$ cat src/rtl/hilo_pkg.sv
// hilo_pkg: shared definitions for the HI/LO multiply/divide sequencer.
// Holds the op encodings, the FSM state enumeration, the iteration count,
// the divide-by-zero constants and small sign helpers.
package hilo_pkg;

    localparam int HILO_ITER = 32;

    localparam logic [1:0] OP_MULT  = 2'b00;
    localparam logic [1:0] OP_MULTU = 2'b01;
    localparam logic [1:0] OP_DIV   = 2'b10;
    localparam logic [1:0] OP_DIVU  = 2'b11;

    // Divide-by-zero: quotient forced to all ones, flag bit position in zon.
    localparam logic [31:0] DIVZ_LO  = 32'hFFFF_FFFF;
    localparam int          ZON_DZ   = 1;

    typedef enum logic [1:0] {
        ST_IDLE = 2'b00,
        ST_CALC = 2'b01,
        ST_FIX  = 2'b10,
        ST_DONE = 2'b11
    } state_t;

    // Magnitude of x when it is a signed negative operand.
    function automatic logic [31:0] abs32(input logic [31:0] x, input logic is_signed);
        logic [31:0] r;
        r = (is_signed && x[31]) ? (32'd0 - x) : x;
        return r;
    endfunction

    // Conditional two's-complement negation of a 64-bit value.
    function automatic logic [63:0] neg64(input logic [63:0] x, input logic en);
        logic [63:0] r;
        r = en ? (64'd0 - x) : x;
        return r;
    endfunction

    // Conditional two's-complement negation of a 32-bit value.
    function automatic logic [31:0] neg32(input logic [31:0] x, input logic en);
        logic [31:0] r;
        r = en ? (32'd0 - x) : x;
        return r;
    endfunction

endpackage

$ cat src/rtl/hilo_addsub.sv
// hilo_addsub: 33-bit adder/subtractor shared by the multiply shift-add
// step and the divide restoring shift-subtract step.
// Ports: x, y (33-bit operands), sub (1 = x - y, 0 = x + y), s (33-bit result).
module hilo_addsub (
    input  logic [32:0] x,
    input  logic [32:0] y,
    input  logic        sub,
    output logic [32:0] s
);
    assign s = sub ? (x - y) : (x + y);
endmodule

$ cat src/rtl/hilo_seq.sv
// hilo_seq: iterative MIPS-style HI/LO unit for mult/multu/div/divu.
// A launched operation runs ITER shift-add / shift-subtract cycles, one
// sign-fix cycle and one done cycle; HI/LO and the flags are written when
// entering DONE.
// Ports: clk, rst (async, active-high), start/op/a/b launch an operation,
// mthi/mtlo/wdata write HI/LO directly while idle, busy/done status,
// hi/lo registers, zon = {zero, divide-by-zero, negative} flags.
module hilo_seq
    import hilo_pkg::*;
#(
    parameter int ITER = HILO_ITER
) (
    input  logic        clk,
    input  logic        rst,
    input  logic        start,
    input  logic [1:0]  op,
    input  logic [31:0] a,
    input  logic [31:0] b,
    input  logic        mthi,
    input  logic        mtlo,
    input  logic [31:0] wdata,
    output logic        busy,
    output logic        done,
    output logic [31:0] hi,
    output logic [31:0] lo,
    output logic [2:0]  zon
);

    state_t       state_r, state_next;
    logic [1:0]   op_r;
    logic [31:0]  ma_r, mb_r;      // operand magnitudes
    logic [31:0]  sh_r;            // multiplier (shifts right) / dividend (shifts left)
    logic         sa_r, sb_r;      // operand signs (only set for signed ops)
    logic         dz_r;            // divide by zero detected at launch
    logic [63:0]  acc_r;
    logic [4:0]   cnt_r;
    logic [31:0]  hi_r, lo_r;
    logic [2:0]   zon_r;
    logic         busy_r, done_r;

    logic         is_div_s, is_signed_s;
    logic [32:0]  as_x_s, as_y_s, as_s_s;
    logic         as_sub_s;
    logic [31:0]  rem_s;
    logic [63:0]  prod_s;
    logic [31:0]  res_hi_s, res_lo_s;
    logic [2:0]   res_zon_s;

    assign is_div_s    = op_r[1];
    assign is_signed_s = ~op_r[0];

    hilo_addsub u_addsub (
        .x   (as_x_s),
        .y   (as_y_s),
        .sub (as_sub_s),
        .s   (as_s_s)
    );

    // State register.
    always_ff @(posedge clk or posedge rst) begin
        if (rst) begin
            state_r <= ST_IDLE;
        end else begin
            state_r <= state_next;
        end
    end

    // Next-state logic.
    always_comb begin
        state_next = state_r;
        case (state_r)
            ST_IDLE: begin
                if (start) state_next = ST_CALC;
                else       state_next = ST_IDLE;
            end
            ST_CALC: begin
                if (cnt_r == 5'(ITER - 1)) state_next = ST_FIX;
                else                       state_next = ST_CALC;
            end
            ST_FIX:  state_next = ST_DONE;
            ST_DONE: state_next = ST_IDLE;
            default: state_next = ST_IDLE;
        endcase
    end

    // Adder operand selection: multiply adds the multiplicand when the
    // current multiplier bit is set; divide subtracts the divisor from the
    // partial remainder shifted left with the next dividend bit (33 bits,
    // since the shifted remainder can reach twice the divisor).
    always_comb begin
        as_x_s   = {1'b0, acc_r[63:32]};
        as_y_s   = {1'b0, (sh_r[0] ? ma_r : 32'd0)};
        as_sub_s = 1'b0;
        if (is_div_s) begin
            as_x_s   = {acc_r[63:32], sh_r[31]};
            as_y_s   = {1'b0, mb_r};
            as_sub_s = 1'b1;
        end else begin
            as_x_s   = {1'b0, acc_r[63:32]};
            as_y_s   = {1'b0, (sh_r[0] ? ma_r : 32'd0)};
            as_sub_s = 1'b0;
        end
    end

    // Restore step: a borrow (bit 32) means the divisor did not fit.
    assign rem_s = as_s_s[32] ? as_x_s[31:0] : as_s_s[31:0];

    // Sign correction and flag computation for the FIX cycle.
    always_comb begin
        prod_s    = neg64(acc_r, sa_r ^ sb_r);
        res_hi_s  = prod_s[63:32];
        res_lo_s  = prod_s[31:0];
        res_zon_s = 3'b000;
        if (is_div_s) begin
            if (dz_r) begin
                res_lo_s = DIVZ_LO;
                res_hi_s = neg32(ma_r, sa_r);
            end else begin
                res_lo_s = neg32(acc_r[31:0], sa_r ^ sb_r);
                res_hi_s = neg32(acc_r[63:32], sa_r);
            end
        end else begin
            res_hi_s = prod_s[63:32];
            res_lo_s = prod_s[31:0];
        end
        res_zon_s[2]      = ({res_hi_s, res_lo_s} == 64'd0);
        res_zon_s[ZON_DZ] = dz_r;
        if (is_signed_s) res_zon_s[0] = is_div_s ? res_lo_s[31] : res_hi_s[31];
        else             res_zon_s[0] = 1'b0;
    end

    // Datapath: operand latch, iteration steps, HI/LO and flag writes.
    always_ff @(posedge clk or posedge rst) begin
        if (rst) begin
            op_r  <= 2'b00;
            ma_r  <= 32'd0;
            mb_r  <= 32'd0;
            sh_r  <= 32'd0;
            sa_r  <= 1'b0;
            sb_r  <= 1'b0;
            dz_r  <= 1'b0;
            acc_r <= 64'd0;
            cnt_r <= 5'd0;
            hi_r  <= 32'd0;
            lo_r  <= 32'd0;
            zon_r <= 3'b000;
        end else begin
            case (state_r)
                ST_IDLE: begin
                    if (start) begin
                        op_r  <= op;
                        ma_r  <= abs32(a, ~op[0]);
                        mb_r  <= abs32(b, ~op[0]);
                        sa_r  <= ~op[0] & a[31];
                        sb_r  <= ~op[0] & b[31];
                        dz_r  <= op[1] & (b == 32'd0);
                        // Multiply consumes |b| from the LSB, divide consumes |a| from the MSB.
                        sh_r  <= op[1] ? abs32(a, ~op[0]) : abs32(b, ~op[0]);
                        acc_r <= 64'd0;
                        cnt_r <= 5'd0;
                    end else begin
                        if (mthi) hi_r <= wdata;
                        if (mtlo) lo_r <= wdata;
                    end
                end
                ST_CALC: begin
                    cnt_r <= cnt_r + 5'd1;
                    if (is_div_s) begin
                        acc_r <= {rem_s, acc_r[30:0], ~as_s_s[32]};
                        sh_r  <= {sh_r[30:0], 1'b0};
                    end else begin
                        acc_r <= {as_s_s, acc_r[31:1]};
                        sh_r  <= {1'b0, sh_r[31:1]};
                    end
                end
                ST_FIX: begin
                    hi_r  <= res_hi_s;
                    lo_r  <= res_lo_s;
                    zon_r <= res_zon_s;
                end
                ST_DONE: begin
                    cnt_r <= 5'd0;
                end
                default: begin
                    cnt_r <= 5'd0;
                end
            endcase
        end
    end

    // Registered status outputs, derived from the upcoming state.
    always_ff @(posedge clk or posedge rst) begin
        if (rst) begin
            busy_r <= 1'b0;
            done_r <= 1'b0;
        end else begin
            busy_r <= (state_next != ST_IDLE);
            done_r <= (state_next == ST_DONE);
        end
    end

    assign busy = busy_r;
    assign done = done_r;
    assign hi   = hi_r;
    assign lo   = lo_r;
    assign zon  = zon_r;

endmodule
$ cat config.mk
export PLATFORM = sky130hd
export DESIGN_NAME = hilo_seq
export DESIGN_NICKNAME = d
export VERILOG_FILES = /design/src/rtl/hilo_pkg.sv /design/src/rtl/hilo_addsub.sv /design/src/rtl/hilo_seq.sv
export SDC_FILE = /design/constraint.sdc
export NUM_CORES = 1
export LEC_CHECK = 0
export BUFFER_PORTS_ARGS = -buffer_cell sky130_fd_sc_hd__buf_2
export CORE_MARGIN = 2
export CORE_UTILIZATION = 51
export DETAILED_ROUTE_END_ITERATION = 16
export GPL_TIMING_DRIVEN = 0
export PLACE_DENSITY = 0.73
export SETUP_SLACK_MARGIN = 0.02
export SLEW_MARGIN = 20
export SYNTH_ARGS = -nofsm -noshare
export SYNTH_HDL_FRONTEND = slang
export SYNTH_SLANG_ARGS = --single-unit
$ cat constraint.sdc
create_clock -name clk -period 7.8 [get_ports clk]
set_clock_uncertainty 0.2 [all_clocks]
set_input_delay 0.78 -clock clk [delete_from_list [all_inputs] [get_ports clk]]
set_output_delay 0.78 -clock clk [all_outputs]
set_load 0.005 [all_outputs]
# Yosys cells after proc, flatten, opt, wreduce, memory -nomap -nowiden
# Index checks and enable logic that the tools add are counted.
# Widths: inputs -> output; s select.
word_totals:
  register_bits: 241
  out_inout_bits: 69
  wordCells: 89
op_classes:
  bitwise_logic: 6
  add_sub_neg: 9
  reduce_logical: 14
  n_eq_ne: 9
  n_mux: 36
op_table:
  columns: ["cell", "n"]
  rows:
  - ["$mux 32", 19]
  - ["$mux 64", 3]
  - ["$pmux 32 s2", 3]
  - ["$sub 1x32->32 const A", 5]
  - ["$pmux 64 s2", 1]
  - ["$mux 33", 2]
  - ["$logic_not 64->1", 1]
  - ["$sub 1x64->64 const A", 1]
  - ["$add 33x32->33", 1]
  - ["$sub 33x32->33", 1]
  - ["$logic_not 32->1", 1]
  - ["$pmux 5 s3", 1]
  - ["$ne 2x2->1 const B", 4]
  - ["$pmux 2 s4", 1]
  - ["$eq 2x2->1 const B", 3]
  - ["$reduce_and 2->1", 3]
  - ["$reduce_and 3->1", 2]
  - ["$reduce_bool 2->1", 3]
  - ["$add 5x1->5 const B", 1]
  - ["$eq 5x5->1 const B", 1]
  - ["$mux 5", 1]
  - ["$mux 1", 4]
  - ["$and 1x1->1", 3]
  - ["$reduce_bool 3->1", 1]
  - ["other kinds (6)", 8]

# Depth between registers and ports, before layout
depth:
  depth_word: 7
  ltp_mapped: 30
  depth_no_buf: 22

# By module
# Synthesis repeated with hierarchy kept, for this count alone.
hier_totals:
  cells_unflattened: 2543
  area_unflattened_um2: 19711.4
modules_own_cells:
  columns: ["module", "n_inst", "area_per_inst_um2", "cells_per_inst", "seq_area_each_um2"]
  rows:
  - ["hilo_seq", 1, 17174.0, 2174, 6030.8]
  - ["hilo_addsub", 1, 2537.4, 369, 0.0]

# Worst setup path after synthesis
# Ideal clock, no wire load.
synth_path:
  path_type: "reg2reg"
  startpoint: "reg op_r[1]"
  endpoint: "reg acc_r[47]"
  path_slack_ns: 0.678
  arrival_time_ns: 6.788
  path_stages_with_launch: 28
  setup_time_ns: 0.133
  path_buffers: 9
  required_ns: 7.467
  cell_sequence: "dfrtp_1 > clkbuf_1 > clkbuf_1 > clkbuf_1 > buf_6 > buf_2 > clkbuf_1 > buf_1 > buf_1 > o21a_1 > ha_1 > o211a_1 > o2111ai_1 > a221oi_1 > nand2_1 > a21oi_1 > o21ai_0 > o211a_1 > o21ai_0 > o21ai_0 > ha_1 > and2_1 > a221o_1 > o31a_1 > nor2_2 > buf_2 > mux2i_1 > o21ai_0"
synth_between:
  elab_chain_cells: 6
synth_rtl:
  columns: ["element", "line_no", "source"]
  rows:
  - ["start, declared", "hilo_seq.sv:30", "logic [1:0] op_r;"]
  - ["start signal, assigned", "hilo_seq.sv:151", "op_r <= op;"]
  - ["$mux 33 or $mux 32 (tied branches)", "hilo_seq.sv:94", "if (is_div_s) begin"]
  - ["$add 33x32->33 or $sub 33x32->33 (tied branches)", "hilo_addsub.sv:10", "assign s = sub ? (x - y) : (x + y);"]
  - ["$mux 33", "hilo_addsub.sv:10", null]
  - ["$mux 32", "hilo_seq.sv:106", "assign rem_s = as_s_s[32] ? as_x_s[31:0] : as_s_s[31:0];"]
  - ["$mux 64 *", "hilo_seq.sv:168", "if (is_div_s) begin"]
  - ["$pmux 64 s2 *", "hilo_seq.sv:148", "case (state_r)"]
  - ["end signal, assigned", "hilo_seq.sv:169", "acc_r <= {rem_s, acc_r[30:0], ~as_s_s[32]};"]
  - ["end signal, assigned", "hilo_seq.sv:172", "acc_r <= {as_s_s, acc_r[31:1]};"]
  - ["end, declared", "hilo_seq.sv:35", "logic [63:0] acc_r;"]
# Mark *: on every way between the ends. The rest lies on a longest branch, timed or not.
# A chain may end at the register's enable or synchronous reset.

# Worst setup path after layout
layout_path:
  startpoint: "reg op_r[1]"
  endpoint: "reg acc_r[62]"
# The elaborated chain is that of the path after synthesis.

==> metrics.md <==
| Metric | Value |
|---|---|
| Final HPWL DP | `68.3 mm` |
| Final hold vios | `0` |
| CP max stage delay | `0.57 ns` |
| Worst hold slack | `0.0378 ns` |
| RSZ-0062 raised after global routing | `no` |
| Worst Setup Start Kind | `flop` |
| Synth cell types | `95` |
| EDFF count, synth | `0` |
| Layout cells sized above 1 | `0.125` |
| Routed Antenna Nets | `0` |
| Detailed router's first-iteration violation count | `2391` |
| Worst Tran Pin Value | `1.16 ns` |
| Worst path most repeated cell | `o21ai_0` |
| Area leader, netlist | `dfrtp_1` |
| Post-Syn Area per Cell | `7.86 um^2` |
| Final-report max-slew violation count | `0` |
| I/O Pins | `172` |
| R2r setup slk | `0.20 ns` |
| Synth top area cells | `dfrtp_1, o21ai_0, nand2_1` |
| Final setup violation count | `0` |
| Data arrival time of the critical path | `7.82 ns` |
| Synth Cell Area | `0.0198 mm^2` |
| Crit. End Element | `flop` |
| Tmin final | `7.60 ns` |
| Initial antenna violation count | `3` |
| Routed WL | `86.2 mm` |
| GPL Wtd Cong | `1.05` |
| CORE AREA | `0.0385 mm^2` |
| Fmax | `0.132 GHz` |
| Reg2Reg Capture Point | `acc_r[62]` |
| Clk slew on worst S/H paths | `0.07 ns` |
| Post-synth net total | `2667` |
| P&R area growth vs syn | `13.4%` |
| GR Overflow Total | `0` |
| Final net count | `2870` |
| Worst path bufs/invs | `7` |
| Cell Chain, Critical Path | `buf_2, clkbuf_4, buf_6, buf_4, buf_4, clkbuf_4, clkbuf_2, a22oi_1, ha_1, o211a_1, o2111ai_2, nor4_1, or4_1, o21ai_0, ha_1, a21oi_1, o21ai_0, a311o_1, o41ai_4, o21ai_0, a31oi_1, nor3b_1, a311oi_2, o221ai_1` |
| Clk Latency, worst-skew pair | `0.58 ns` |
| Rel. slew slack | `0.220` |
| Most common cell after layout, fill and taps aside | `nand2_1` |
| CP top delay family | `compound AO/OA/AOI/OAI gates` |
| Via count | `21400` |
| Largest net degree at the start of global routing | `95` |
| Slowest CP cell | `or4_1` |
| #FFs+latches synth | `241` |
| FP Rows | `72` |
| Critical Path RT | `8.02 ns` |
| RR Startpoint | `op_r[1]` |
| Routed wire per std cell | `26.4 um` |
| Status | `finished, final reports clean` |
| CP Max Fanout | `19` |
| CP Class | `reg2reg` |
| Die X | `201 um` |
| Mapped Cells | `2523` |
| GRT Overall Usage | `0.416` |
| Global-route wire length before repair | `128 mm` |
| Synth Warn # | `0` |
| Placed cell count | `3215` |
| Clock root buffer | `clkbuf_16` |
| CTS Buffer Depth | `3` |
| Antenna Cells | `0` |
| Fraction of registers with async set/reset | `1.00` |
| Die area | `0.0405 mm^2` |
| TritonCTS clock tree | `yes` |
| DR vias/cell | `6.55` |
| Die height | `201 um` |
| DR DRC count | `0` |
| Reg2Reg Depth | `24` |
| Max_cap viols | `0` |
| Synth top area share | `0.304` |
| Core Util, Final | `0.585` |
| H-tree depth | `1` |
| Most frequent cells in the layout | `nand2_1, o21ai_0, dfrtp_1` |
| Worst setup path startpoint | `op_r[1]` |
| Period utilization | `0.975` |
| Non-filler instance count after layout | `3263` |
| Hold Path Class | `in2async` |
| Vias in the first global route | `20500` |
| Buffers on Ports | `171` |
| Num CTS Buffers | `27` |
| FILL cells | `3659` |
| Initial Util | `0.515` |
| Sequential fraction of the synthesis area | `0.304` |
| CTS Hold Buffers Added | `0` |
| Number of cells on the critical path | `24` |
| Clock tree sinks | `241` |
| Ys flop type | `dfrtp_1` |
| Router iterations before antenna repair | `6` |
-- flip-flops by register name (all words and copies together) (netlist names), 2 cells and up --
| name | flops |
|---|---|
| acc_r | 64 |
| sh_r | 32 |
| ma_r | 32 |
| mb_r | 32 |
| cnt_r | 5 |
| zon | 3 |
| state_r | 2 |
| lo | 32 |
| op_r | 2 |
| hi | 32 |
-- per-layer routing --
metal,share of wire,wire length [um],vias up,global-route usage
li1,-,-,9501,-
met1,0.39,33800,10300,0.536
met2,0.44,38200,1287,0.657
met3,0.10,8670,270,0.0810
met4,0.064,5510,6,0.233
met5,0.00041,35,-,0
-- cells by family (layout without fill, tap and decap cells) --
logic type | count (synthesis) | in the layout | share of synthesized area
multiplexers | 161 | 161 | 0.0838
buffers and inverters | 260 | 482 | 0.0546
AND/OR/NAND/NOR | 843 | 843 | 0.200
flip-flops | 241 | 241 | 0.304
adder cells (fa/ha/maj) | 41 | 41 | 0.0263
AO/OA/AOI/OAI | 768 | 768 | 0.239
XOR/XNOR | 209 | 209 | 0.0927
-- through the flow --
stage | setup slack (ns) | instance area (um^2) | setup TNS [ns]
floorplan | 0.204 | 19800 | 0
global placement | -3.29 | 21300 | -631.35
detailed placement | -2.53 | 21400 | -75.37
CTS | 0.105 | 22400 | 0
global route | 0.0584 | 22500 | 0
finish | 0.197 | 22500 | 0
-- synthesized netlist by cell type (30+ instances only) --
master / n
o31ai_1: 47
a21oi_1: 142
nor2_1: 196
nor4_1: 33
dfrtp_1: 241
clkbuf_1: 165
o21ai_0: 310
or3_1: 35
ha_1: 40
mux2i_1: 130
nor3_1: 52
inv_1: 35
mux2_2: 30
nand2_1: 356
xor2_1: 88
xnor2_1: 120
-- worst register-to-register path, cell delays in order, from the launching register on --
cell	delay (ns)
dfrtp_2	0.48
buf_2	0.31
clkbuf_4	0.32
buf_6	0.22
buf_4	0.34
buf_4	0.37
clkbuf_4	0.35
clkbuf_2	0.34
a22oi_1	0.15
ha_1	0.28
o211a_1	0.19
o2111ai_2	0.21
nor4_1	0.10
or4_1	0.57
o21ai_0	0.29
ha_1	0.40
a21oi_1	0.21
o21ai_0	0.14
a311o_1	0.41
o41ai_4	0.37
o21ai_0	0.26
a31oi_1	0.31
nor3b_1	0.10
a311oi_2	0.37
o221ai_1	0.17
-- repair_timing --
| action | CTS | global route |
|---|---|---|
| endpoints found under the hold margin | 0 | 0 |
| buffers inserted | 2 | 0 |
| gates resized for setup | 27 | 12 |
| setup endpoints to repair | 33 | 33 |
-- final cells by class --
class / count / area, um^2 / area share
flip-flops and latches: 241 / 6030 / 0.268
plain buffers: 221 / 970 / 0.0431
repair buffers: 176 / 931 / 0.0414
clock inverters: 10 / 176 / 0.00784
inverters: 37 / 146 / 0.00651
well taps: 518 / 648 / 0.0288
multi-input cells: 2022 / 12800 / 0.570
clock buffers: 38 / 757 / 0.0337
-- worst max-delay path by stage --
stage | endpoint | slack, ns
5_1_grt | acc_r[51] | 0.06
6_report | acc_r[62] | 0.20
3_5_place_dp | acc_r[62] | -2.53
4_1_cts | acc_r[41] | 0.10
2_1_floorplan | acc_r[0] | 0.20
3_3_place_gp | acc_r[56] | -3.29
Power is left out: the tool's default activity adds up to more than one toggle a clock period on the data nets, which glitch-free logic cannot reach.
